**config.mk**
```make
export PLATFORM = sky130hd
export DESIGN_NAME = multicycle_controller_flat
export DESIGN_NICKNAME = d
export VERILOG_FILES = /design/src/rtl/mc_pkg.sv /design/src/rtl/multicycle_controller_if.sv /design/src/rtl/alu_op_decoder.sv /design/src/rtl/multicycle_controller.sv /design/src/flat_wrapper.sv
export SDC_FILE = /design/constraint.sdc
export NUM_CORES = 1
export LEC_CHECK = 0
export BUFFER_PORTS_ARGS = -buffer_cell sky130_fd_sc_hd__buf_2
export CORE_MARGIN = 1.5
export CORE_UTILIZATION = 35
export CTS_CLUSTER_SIZE = 16
export DETAILED_ROUTE_END_ITERATION = 16
export GPL_TIMING_DRIVEN = 0
export PLACE_DENSITY = 0.68
export SLEW_MARGIN = 20
export SYNTH_ARGS = -nofsm -noshare
export SYNTH_HDL_FRONTEND = slang
export SYNTH_SLANG_ARGS = --single-unit
```
**constraint.sdc**
```tcl
create_clock -name clk -period 3.3 [get_ports clk]
set_input_delay 0.66 -clock clk [delete_from_list [all_inputs] [get_ports clk]]
set_output_delay 0.66 -clock clk [all_outputs]
set_load 0.02 [all_outputs]
```
**src/rtl/mc_pkg.sv**
```systemverilog
// Shared encodings for the multicycle controller: FSM states, opcodes,
// Funct codes and ALUOp/ALUControl values.
package mc_pkg;

   typedef enum logic [3:0] {
      S_FETCH   = 4'd0,
      S_DECODE  = 4'd1,
      S_MEMADR  = 4'd2,
      S_MEMRD   = 4'd3,
      S_MEMWB   = 4'd4,
      S_MEMWR   = 4'd5,
      S_EXECUTE = 4'd6,
      S_ALUWB   = 4'd7,
      S_BEQ     = 4'd8,
      S_ADDIEX  = 4'd9,
      S_ADDIWB  = 4'd10,
      S_JUMP    = 4'd11,
      S_BNE     = 4'd12
   } state_t;

   localparam logic [5:0] OP_RTYPE = 6'b000000;
   localparam logic [5:0] OP_LW    = 6'b100011;
   localparam logic [5:0] OP_SW    = 6'b101011;
   localparam logic [5:0] OP_BEQ   = 6'b000100;
   localparam logic [5:0] OP_BNE   = 6'b000101;
   localparam logic [5:0] OP_ADDI  = 6'b001000;
   localparam logic [5:0] OP_J     = 6'b000010;

   localparam logic [5:0] FN_ADD = 6'b100000;
   localparam logic [5:0] FN_SUB = 6'b100010;
   localparam logic [5:0] FN_AND = 6'b100100;
   localparam logic [5:0] FN_OR  = 6'b100101;
   localparam logic [5:0] FN_SLT = 6'b101010;

   typedef enum logic [1:0] {
      ALUOP_ADD   = 2'b00,
      ALUOP_SUB   = 2'b01,
      ALUOP_FUNCT = 2'b10
   } aluop_t;

   localparam logic [2:0] ALU_AND = 3'b000;
   localparam logic [2:0] ALU_OR  = 3'b001;
   localparam logic [2:0] ALU_ADD = 3'b010;
   localparam logic [2:0] ALU_SUB = 3'b110;
   localparam logic [2:0] ALU_SLT = 3'b111;

endpackage

```
**src/rtl/multicycle_controller_if.sv**
```systemverilog
// Instruction-field inputs and datapath-control outputs of the multicycle controller.
interface multicycle_controller_if #(
   parameter int unsigned STATE_W = 4
);
   logic [5:0]         Opcode;
   logic [5:0]         Funct;
   logic               Zero;
   logic               MemReady;
   logic               IorD;
   logic               IRWrite;
   logic               MemWrite;
   logic               RegDst;
   logic               MemtoReg;
   logic               RegWrite;
   logic               ALUSrcA;
   logic [1:0]         ALUSrcB;
   logic [1:0]         PCSrc;
   logic [2:0]         ALUControl;
   logic               PCEn;
   logic [STATE_W-1:0] State;

   modport master (
      output Opcode, Funct, Zero, MemReady,
      input  IorD, IRWrite, MemWrite, RegDst, MemtoReg, RegWrite, ALUSrcA,
      input  ALUSrcB, PCSrc, ALUControl, PCEn, State
   );

   modport slave (
      input  Opcode, Funct, Zero, MemReady,
      output IorD, IRWrite, MemWrite, RegDst, MemtoReg, RegWrite, ALUSrcA,
      output ALUSrcB, PCSrc, ALUControl, PCEn, State
   );
endinterface

```
**src/rtl/alu_op_decoder.sv**
```systemverilog
// Combinational ALUOp/Funct -> ALUControl decode.
module alu_op_decoder
   import mc_pkg::*;
(
   input  aluop_t     alu_op_i,
   input  logic [5:0] funct_i,
   output logic [2:0] alu_control_o
);

   always_comb begin
      alu_control_o = ALU_ADD;
      case (alu_op_i)
         ALUOP_ADD: alu_control_o = ALU_ADD;
         ALUOP_SUB: alu_control_o = ALU_SUB;
         ALUOP_FUNCT: begin
            case (funct_i)
               FN_ADD:  alu_control_o = ALU_ADD;
               FN_SUB:  alu_control_o = ALU_SUB;
               FN_AND:  alu_control_o = ALU_AND;
               FN_OR:   alu_control_o = ALU_OR;
               FN_SLT:  alu_control_o = ALU_SLT;
               default: alu_control_o = ALU_ADD;
            endcase
         end
         default: alu_control_o = ALU_ADD;
      endcase
   end

endmodule

```
**src/rtl/multicycle_controller.sv**
```systemverilog
// Moore FSM control unit for a multicycle MIPS-style datapath.
// Optional bne support is enabled by defining MULTICYCLE_BNE_EN.
module multicycle_controller
   import mc_pkg::*;
#(
   parameter int unsigned STATE_W = 4
) (
   input logic                   clk,
   input logic                   reset,
   multicycle_controller_if.slave bus
);

   state_t     state_q, state_d;
   aluop_t     alu_op;
   logic       valid_state;
   logic [2:0] alu_control;

   always_ff @(posedge clk or posedge reset) begin
      if (reset) state_q <= S_FETCH;
      else       state_q <= state_d;
   end

   always_comb begin
      state_d      = S_FETCH;
      valid_state  = 1'b1;
      alu_op       = ALUOP_ADD;
      bus.IorD     = 1'b0;
      bus.IRWrite  = 1'b0;
      bus.MemWrite = 1'b0;
      bus.RegDst   = 1'b0;
      bus.MemtoReg = 1'b0;
      bus.RegWrite = 1'b0;
      bus.ALUSrcA  = 1'b0;
      bus.ALUSrcB  = 2'b00;
      bus.PCSrc    = 2'b00;
      bus.PCEn     = 1'b0;
      case (state_q)
         S_FETCH: begin
            bus.ALUSrcB = 2'b01;
            bus.IRWrite = bus.MemReady;
            bus.PCEn    = bus.MemReady;
            state_d     = bus.MemReady ? S_DECODE : S_FETCH;
         end
         S_DECODE: begin
            bus.ALUSrcB = 2'b11;
            // Unrecognised opcodes fall back to FETCH and retire as a NOP.
            case (bus.Opcode)
               OP_LW, OP_SW: state_d = S_MEMADR;
               OP_RTYPE:     state_d = S_EXECUTE;
               OP_BEQ:       state_d = S_BEQ;
               OP_ADDI:      state_d = S_ADDIEX;
               OP_J:         state_d = S_JUMP;
`ifdef MULTICYCLE_BNE_EN
               OP_BNE:       state_d = S_BNE;
`endif
               default:      state_d = S_FETCH;
            endcase
         end
         S_MEMADR: begin
            bus.ALUSrcA = 1'b1;
            bus.ALUSrcB = 2'b10;
            state_d     = (bus.Opcode == OP_SW) ? S_MEMWR : S_MEMRD;
         end
         S_MEMRD: begin
            bus.IorD = 1'b1;
            state_d  = bus.MemReady ? S_MEMWB : S_MEMRD;
         end
         S_MEMWB: begin
            bus.MemtoReg = 1'b1;
            bus.RegWrite = 1'b1;
         end
         S_MEMWR: begin
            bus.IorD     = 1'b1;
            bus.MemWrite = 1'b1;
            state_d      = bus.MemReady ? S_FETCH : S_MEMWR;
         end
         S_EXECUTE: begin
            bus.ALUSrcA = 1'b1;
            alu_op      = ALUOP_FUNCT;
            state_d     = S_ALUWB;
         end
         S_ALUWB: begin
            bus.RegDst   = 1'b1;
            bus.RegWrite = 1'b1;
         end
         S_ADDIEX: begin
            bus.ALUSrcA = 1'b1;
            bus.ALUSrcB = 2'b10;
            state_d     = S_ADDIWB;
         end
         S_ADDIWB: bus.RegWrite = 1'b1;
         S_BEQ: begin
            bus.ALUSrcA = 1'b1;
            bus.PCSrc   = 2'b01;
            bus.PCEn    = bus.Zero;
            alu_op      = ALUOP_SUB;
         end
`ifdef MULTICYCLE_BNE_EN
         S_BNE: begin
            bus.ALUSrcA = 1'b1;
            bus.PCSrc   = 2'b01;
            bus.PCEn    = ~bus.Zero;
            alu_op      = ALUOP_SUB;
         end
`endif
         S_JUMP: begin
            bus.PCSrc = 2'b10;
            bus.PCEn  = 1'b1;
         end
         default: valid_state = 1'b0;
      endcase
   end

   alu_op_decoder u_alu_op_decoder (
      .alu_op_i      (alu_op),
      .funct_i       (bus.Funct),
      .alu_control_o (alu_control)
   );

   // Unused state codes must present an all-zero control word, ALUControl included.
   assign bus.ALUControl = valid_state ? alu_control : '0;
   assign bus.State      = STATE_W'(state_q);

endmodule

```
**src/flat_wrapper.sv**
```systemverilog
// flat-port wrapper written by rule: the top's interface ports become plain ports
module multicycle_controller_flat import mc_pkg::*;
#(
   parameter int unsigned STATE_W = 4
)
  (clk, reset, bus_Opcode, bus_Funct, bus_Zero, bus_MemReady, bus_IorD, bus_IRWrite, bus_MemWrite, bus_RegDst, bus_MemtoReg, bus_RegWrite, bus_ALUSrcA, bus_ALUSrcB, bus_PCSrc, bus_ALUControl, bus_PCEn, bus_State);
  multicycle_controller_if #(.STATE_W(STATE_W)) bus_i ();
  input logic clk;
  input logic reset;
  input wire logic [$bits(bus_i.Opcode)-1:0] bus_Opcode;
  input wire logic [$bits(bus_i.Funct)-1:0] bus_Funct;
  input wire logic [$bits(bus_i.Zero)-1:0] bus_Zero;
  input wire logic [$bits(bus_i.MemReady)-1:0] bus_MemReady;
  output wire logic [$bits(bus_i.IorD)-1:0] bus_IorD;
  output wire logic [$bits(bus_i.IRWrite)-1:0] bus_IRWrite;
  output wire logic [$bits(bus_i.MemWrite)-1:0] bus_MemWrite;
  output wire logic [$bits(bus_i.RegDst)-1:0] bus_RegDst;
  output wire logic [$bits(bus_i.MemtoReg)-1:0] bus_MemtoReg;
  output wire logic [$bits(bus_i.RegWrite)-1:0] bus_RegWrite;
  output wire logic [$bits(bus_i.ALUSrcA)-1:0] bus_ALUSrcA;
  output wire logic [$bits(bus_i.ALUSrcB)-1:0] bus_ALUSrcB;
  output wire logic [$bits(bus_i.PCSrc)-1:0] bus_PCSrc;
  output wire logic [$bits(bus_i.ALUControl)-1:0] bus_ALUControl;
  output wire logic [$bits(bus_i.PCEn)-1:0] bus_PCEn;
  output wire logic [$bits(bus_i.State)-1:0] bus_State;
  assign bus_i.Opcode = bus_Opcode;
  assign bus_i.Funct = bus_Funct;
  assign bus_i.Zero = bus_Zero;
  assign bus_i.MemReady = bus_MemReady;
  assign bus_IorD = bus_i.IorD;
  assign bus_IRWrite = bus_i.IRWrite;
  assign bus_MemWrite = bus_i.MemWrite;
  assign bus_RegDst = bus_i.RegDst;
  assign bus_MemtoReg = bus_i.MemtoReg;
  assign bus_RegWrite = bus_i.RegWrite;
  assign bus_ALUSrcA = bus_i.ALUSrcA;
  assign bus_ALUSrcB = bus_i.ALUSrcB;
  assign bus_PCSrc = bus_i.PCSrc;
  assign bus_ALUControl = bus_i.ALUControl;
  assign bus_PCEn = bus_i.PCEn;
  assign bus_State = bus_i.State;
  multicycle_controller #(.STATE_W(STATE_W)) u_core (.clk(clk), .reset(reset), .bus(bus_i));
endmodule
```
==> results.py, run 1 <==
metrics = {
    "cts": {
        "htree_levels": 1,
        "cts_tree": "yes",
        "postCtsSetupRepairBufs": 0,
        "cts.path.max_buffers": 2,
        "path_clk_slew_ns": 0.04,
        "cts_root_buf": "clkbuf_4",
        "cts_buffers": 3,
        "clk_latency_ns": 0.24,
        "cts_resized": 0,
        "ctsHoldBuffers": 0,
        "numClockSinks": 4,
    },
    "grt": {
        "met2_usage_pct": 28.3,
        "grt_pass1_wl_um": 2590,
        "met3_usage_pct": 4.74,
        "grt.overflow.total": 0,
        "track_usage_pct": 18.0,
        "grt_max_degree": 11,
        "grt_pass1_vias": 630,
        "antenna_found_initial": 0,
        "met1_usage_pct": 24.4,
        "top_usage_layer": "met2",
    },
    "status": {
        "status": "completed",
    },
    "routing": {
        "routed_via_density": 5.42,
        "dr.pass1.iters": 4,
        "first_iter_violations": 17,
        "wl_per_cell_um": 11.7,
        "final_antenna_net_count": 0,
        "vias": 716,
        "drc": 0,
        "wl_um": 1550,
    },
    "placed_design": {
        "place_area_sq_um": 733,
        "dp_cells": 129,
        "hpwl_um": 1230,
        "port_buffers": 34,
        "globalplace.congestion": 0.764,
    },
    "worst_setup_path": {
        "cp_data_required_time_ns": 2.64,
        "cp-end-kind": "primary output",
        "crit_path_max_fanout": 10,
        "critPathMostFrequentCell": "nand2b_1",
        "critical_path_class": "reg2out",
        "crit_chain": "buf_1 -> nand2b_1 -> nand2b_1 -> inv_1 -> ha_1 -> a211oi_1 -> buf_2",
        "max_stage_delay_ns": 0.42,
        "critPathTopFamily": "buffers and inverters",
        "cp-start-kind": "register",
        "crit_arrival_ns": 2.19,
        "crit_slowest_cell": "dfrtp_1",
        "critPathBufInv": 3,
    },
    "sta": {
        "finalCriticalPeriod_ns": 2.85,
        "fmax_mhz": 350,
        "grt_setup_unrepaired": "no",
        "fin_skew_ns": 0.00624,
        "slew_headroom_pct": 64.6,
        "setup_violations": 0,
        "final.setup.tns_ns": 0,
        "slew_viol_final": 0,
        "tightest_slew_ns": 0.528,
        "hold_viol_final": 0,
        "min_period_over_period_pct": 86.5,
    },
    "worst_hold_path": {
        "hp-class": "in2async",
    },
    "logic_synthesis": {
        "yosysTopAreaCell": "dfrtp_1",
        "ys_ff_latch": 4,
        "syn_area_sq_um": 543,
        "synth-edff-count": 0,
        "ys_seq_area_share_pct": 18.4,
        "synth_nets": 97,
        "syn_inst": 79,
        "synth.distinct_cells": 33,
        "yosysTopAreaCellShare_pct": 18.4,
        "synthArstFlopShare_pct": 100,
        "synth_area_leaders": "dfrtp_1 18%, nand2_1 7.6%, nand2b_1 5.8%",
        "synth_ff_type": "dfrtp_1",
        "yosys_warnings": 0,
        "syn-mean-instance-area_sq_um": 6.87,
    },
    "die": {
        "floorplan.rows": 14,
        "core-area_sq_mm": 0.00147,
        "start_util_pct": 36.9,
        "die_h_um": 42.4,
        "dieArea_sq_mm": 0.00180,
        "die_w_um": 42.4,
        "pin_count": 35,
    },
    "final_layout": {
        "final_common_cell": "buf_2",
        "fillers": 158,
        "fin_util_pct": 51.4,
        "layout_common_cells": "34 x buf_2, 11 x nand2_1, 8 x nor2_1",
        "fin_area_sq_um": 756,
        "area_growth_pct": 39.2,
        "layout.nets": 136,
        "drive_gt1_share_pct": 31.9,
        "largest_reg_flops": 4,
        "finalNonFillerCells": 132,
        "antenna_cells": 0,
    },
    "power_and_ir_drop": {
        "power_leakage_nw": 0.383,
        "total_power_mw": 0.403,
        "p_per_area_mw_per_mm2": 534,
        "ir_worst_vdd_mv": 0.391,
    },
    "job": {
        "maxCapViolations": 0,
    },
}
[cell usage after synthesis (3+ instances only)]
library cell  count
nand2b_1          5
clkbuf_1          3
nor2_1            8
nor4b_1           3
nor3_1            4
inv_1             4
nor2b_1           3
a21oi_1           5
nand2_1          11
dfrtp_1           4
[final cells by class]
| type | instances | area [sq um] | area share, % |
|---|---|---|---|
| clock buffers | 3 | 22.5 | 2.98 |
| multi-input cells | 67 | 413 | 54.6 |
| well taps | 16 | 20.0 | 2.65 |
| repair buffers | 34 | 170 | 22.5 |
| plain buffers | 4 | 15.0 | 1.99 |
| flip-flops and latches | 4 | 100 | 13.2 |
| inverters | 4 | 15.0 | 1.99 |
[worst reg2reg max path, cell delays in order, from the launching register on]
cell,delay (ns)
dfrtp_1,0.42
or4b_1,0.51
or4_1,0.41
a21o_1,0.18
o311ai_1,0.09
[path summary, 6_finish.rpt]
kind / start / end / slack, ns / cells past startpoint
hold / removal: reset / u_core.bus.State[2] / 0.29 / 2
setup reg to reg: u_core.bus.State[2] / u_core.bus.State[2] / 1.58 / 4
min in group clk: u_core.bus.State[3] / u_core.bus.State[1] / 0.70 / 3
hold reg to reg: u_core.bus.State[3] / u_core.bus.State[1] / 0.70 / 3
setup / recovery: u_core.bus.State[2] / bus_ALUControl[2] / 0.45 / 7
max in group asynchronous: reset / u_core.bus.State[3] / 2.85 / 2
[power by group]
part | total, mW | switching, mW | leakage [nW] | internal, mW
clock | 0.0606 | 0.0199 | 0.0138 | 0.0407
sequential | 0.0804 | 0.0194 | 0.0533 | 0.0610
combinational | 0.262 | 0.168 | 0.316 | 0.0942
[per-stage QoR]
step           hold slack, ns  worst slack, ns
3_3_place_gp            0.538            0.732
3_5_place_dp            0.543            0.715
6_report                0.293            0.445
4_1_cts                 0.290            0.458
2_1_floorplan           0.426            0.383
5_1_grt                 0.309            0.247
[logic make-up after synthesis]
kind of cell | count (synthesis) | share of synthesized area, %
and+or+nand+nor | 44 | 43.8
adders and majority gates | 2 | 4.61
AOI/OAI and AO/OA | 19 | 24.4
xor gates and xnor gates | 2 | 3.23
buffers and inverters | 8 | 5.53
DFF | 4 | 18.4
[metal layers]
metal  up-vias  wire, um
met4         0        10
met2        30       709
met5         -         0
met3         2       103
li1        362         -
met1       322       727
No activity file was read; power rests on OpenSTA's default activity.
==> run 2: changes to the inputs <==
Settings changed: SETUP_SLACK_MARGIN set to 0.5.
==> run 2 against run 1 <==
Global-route usage barely moved. Cell count did not move. Clock power fell by 0.7%. Via count fell by 1.8%. Critical path depth rose by 1. Combinational power barely moved. Non-clock buffer count did not move. Flip-flop and latch count did not move. Largest cell class unchanged. Largest power group unchanged.
==> results.py, run 2 (synthesis results as in run 1) <==
metrics = {
    "die": {
        "start_util_pct": 36.9,
        "core-area_sq_mm": 0.00147,
        "floorplan.rows": 14,
        "die_h_um": 42.4,
        "dieArea_sq_mm": 0.00180,
        "pin_count": 35,
        "die_w_um": 42.4,
    },
    "final_layout": {
        "drive_gt1_share_pct": 34.5,
        "antenna_cells": 0,
        "area_growth_pct": 40.8,
        "largest_reg_flops": 4,
        "fin_util_pct": 52.0,
        "fin_area_sq_um": 764,
        "layout.nets": 136,
        "seq_area_sq_um": 100,
        "multi_input_area_sq_um": 420,
        "layout_common_cells": "35 x buf_2, 11 x nand2_1, 8 x nor2_1",
        "final_common_cell": "buf_2",
        "fillers": 166,
    },
    "worst_setup_path": {
        "crit_arrival_ns": 1.93,
        "crit_slowest_cell": "dfrtp_1",
        "critPathMostFrequentCell": "inv_1",
        "cp_data_required_time_ns": 2.64,
        "critical_path_class": "reg2out",
        "crit_chain": "inv_1 -> nand2_1 -> nor3_2 -> inv_1 -> ha_1 -> nor2b_1 -> o31a_1 -> buf_2",
        "max_stage_delay_ns": 0.41,
        "cp-start-kind": "register",
        "crit_path_max_fanout": 5,
        "ff2ff_path_depth": 4,
        "cp-end-kind": "primary output",
    },
    "cts": {
        "numClockSinks": 4,
        "cts.path.max_buffers": 2,
        "cts_root_buf": "clkbuf_4",
        "postCtsSetupRepairBufs": 0,
        "cts_resized": 1,
        "clk_latency_ns": 0.23,
        "path_clk_slew_ns": 0.04,
        "cts_buffers": 3,
        "ctsHoldBuffers": 0,
        "htree_levels": 1,
        "cts_tree": "yes",
    },
    "routing": {
        "wl_per_cell_um": 11.3,
        "dr.pass1.iters": 4,
        "vias": 703,
        "final_antenna_net_count": 0,
        "routed_via_density": 5.33,
        "drc": 0,
        "wl_um": 1490,
        "first_iter_violations": 16,
    },
    "sta": {
        "slew_headroom_pct": 70.2,
        "tightest_slew_ns": 0.447,
        "hold_viol_final": 0,
        "setup_violations": 0,
        "min_period_over_period_pct": 78.5,
        "grt_setup_unrepaired": "no",
        "slew_viol_final": 0,
        "finalCriticalPeriod_ns": 2.59,
        "final.setup.tns_ns": 0,
        "fmax_mhz": 386,
        "fin_skew_ns": 0.00133,
    },
    "power_and_ir_drop": {
        "p_comb_share_pct": 65.2,
        "swShare_pct": 51.3,
        "power_frac_seq_pct": 20.0,
        "p_per_area_mw_per_mm2": 530,
        "power_leakage_nw": 0.390,
        "ir_worst_vdd_mv": 0.321,
        "intPower_mw": 0.197,
        "clkPwrFrac_pct": 14.9,
        "p_sw_mw": 0.208,
    },
    "job": {
        "maxCapViolations": 0,
    },
    "placed_design": {
        "port_buffers": 34,
        "place_area_sq_um": 738,
        "hpwl_um": 1200,
        "globalplace.congestion": 0.787,
    },
    "grt": {
        "antenna_found_initial": 0,
        "grt.overflow.total": 0,
        "grt_pass1_vias": 620,
        "grt_max_degree": 11,
        "track_usage_pct": 18.0,
        "grt_pass1_wl_um": 2540,
    },
    "worst_hold_path": {
        "hp-class": "in2async",
    },
    "status": {
        "status": "completed",
    },
}
## run 2: routing by layer
| metal | vias up | track usage [%] | wire length [um] |
|---|---|---|---|
| li1 | 360 | - | - |
| met5 | - | 0 | 0 |
| met4 | 0 | 3.75 | 0 |
| met2 | 31 | 28.9 | 732 |
| met1 | 312 | 24.6 | 661 |
| met3 | 0 | 3.88 | 95 |
## run 2: worst max-delay path, delay by kind of cell (launching register included)
kind / cells / cell delay [ns]
AO/OA/AOI/OAI: 1 / 0.24
adder cells (fa/ha/maj): 1 / 0.23
buffers and inverters: 3 / 0.32
flip-flops: 1 / 0.41
AND/OR/NAND/NOR: 3 / 0.49
## run 2: final cells by class
type / instances / share of cell area, %
buffer: 4 / 2.13
clock buffer: 3 / 2.95
inverter: 4 / 1.96
multi-input combinational: 67 / 55.0
sequential: 4 / 13.1
tap: 16 / 2.62
timing repair buffer: 34 / 22.3
## run 2: power groups by stage
stage	Sequential, mW	Clock (mW)	Combinational (mW)
after floorplan	0.0916	0	0.168
after global placement	0.0819	0	0.258
after detailed placement	0.0812	0	0.262
after CTS	0.0806	0.0624	0.264
after global routing	0.0828	0.0692	0.291
final	0.0809	0.0602	0.264
## run 2: metrics by stage
step | hold WS [ns] | cells | setup WS, ns | power (mW)
final | 0.301 | 132 | 0.708 | 0.405
after detailed placement | 0.544 | 129 | 0.738 | 0.343
after floorplan | 0.426 | 79 | 0.643 | 0.259
after CTS | 0.292 | 132 | 0.661 | 0.408
after global routing | 0.299 | 132 | 0.524 | 0.443
after global placement | 0.538 | 129 | 0.733 | 0.340
## run 2: path summary, 6_finish.rpt
check | start | endpoint | slack (ns)
setup / recovery | u_core.bus.State[2] | bus_ALUControl[1] | 0.71
hold / removal | reset | u_core.bus.State[2] | 0.30
setup reg to reg | u_core.bus.State[1] | u_core.bus.State[2] | 1.56
hold reg to reg | u_core.bus.State[3] | u_core.bus.State[1] | 0.70
max in group asynchronous | reset | u_core.bus.State[0] | 2.85
min in group clk | u_core.bus.State[3] | u_core.bus.State[1] | 0.70
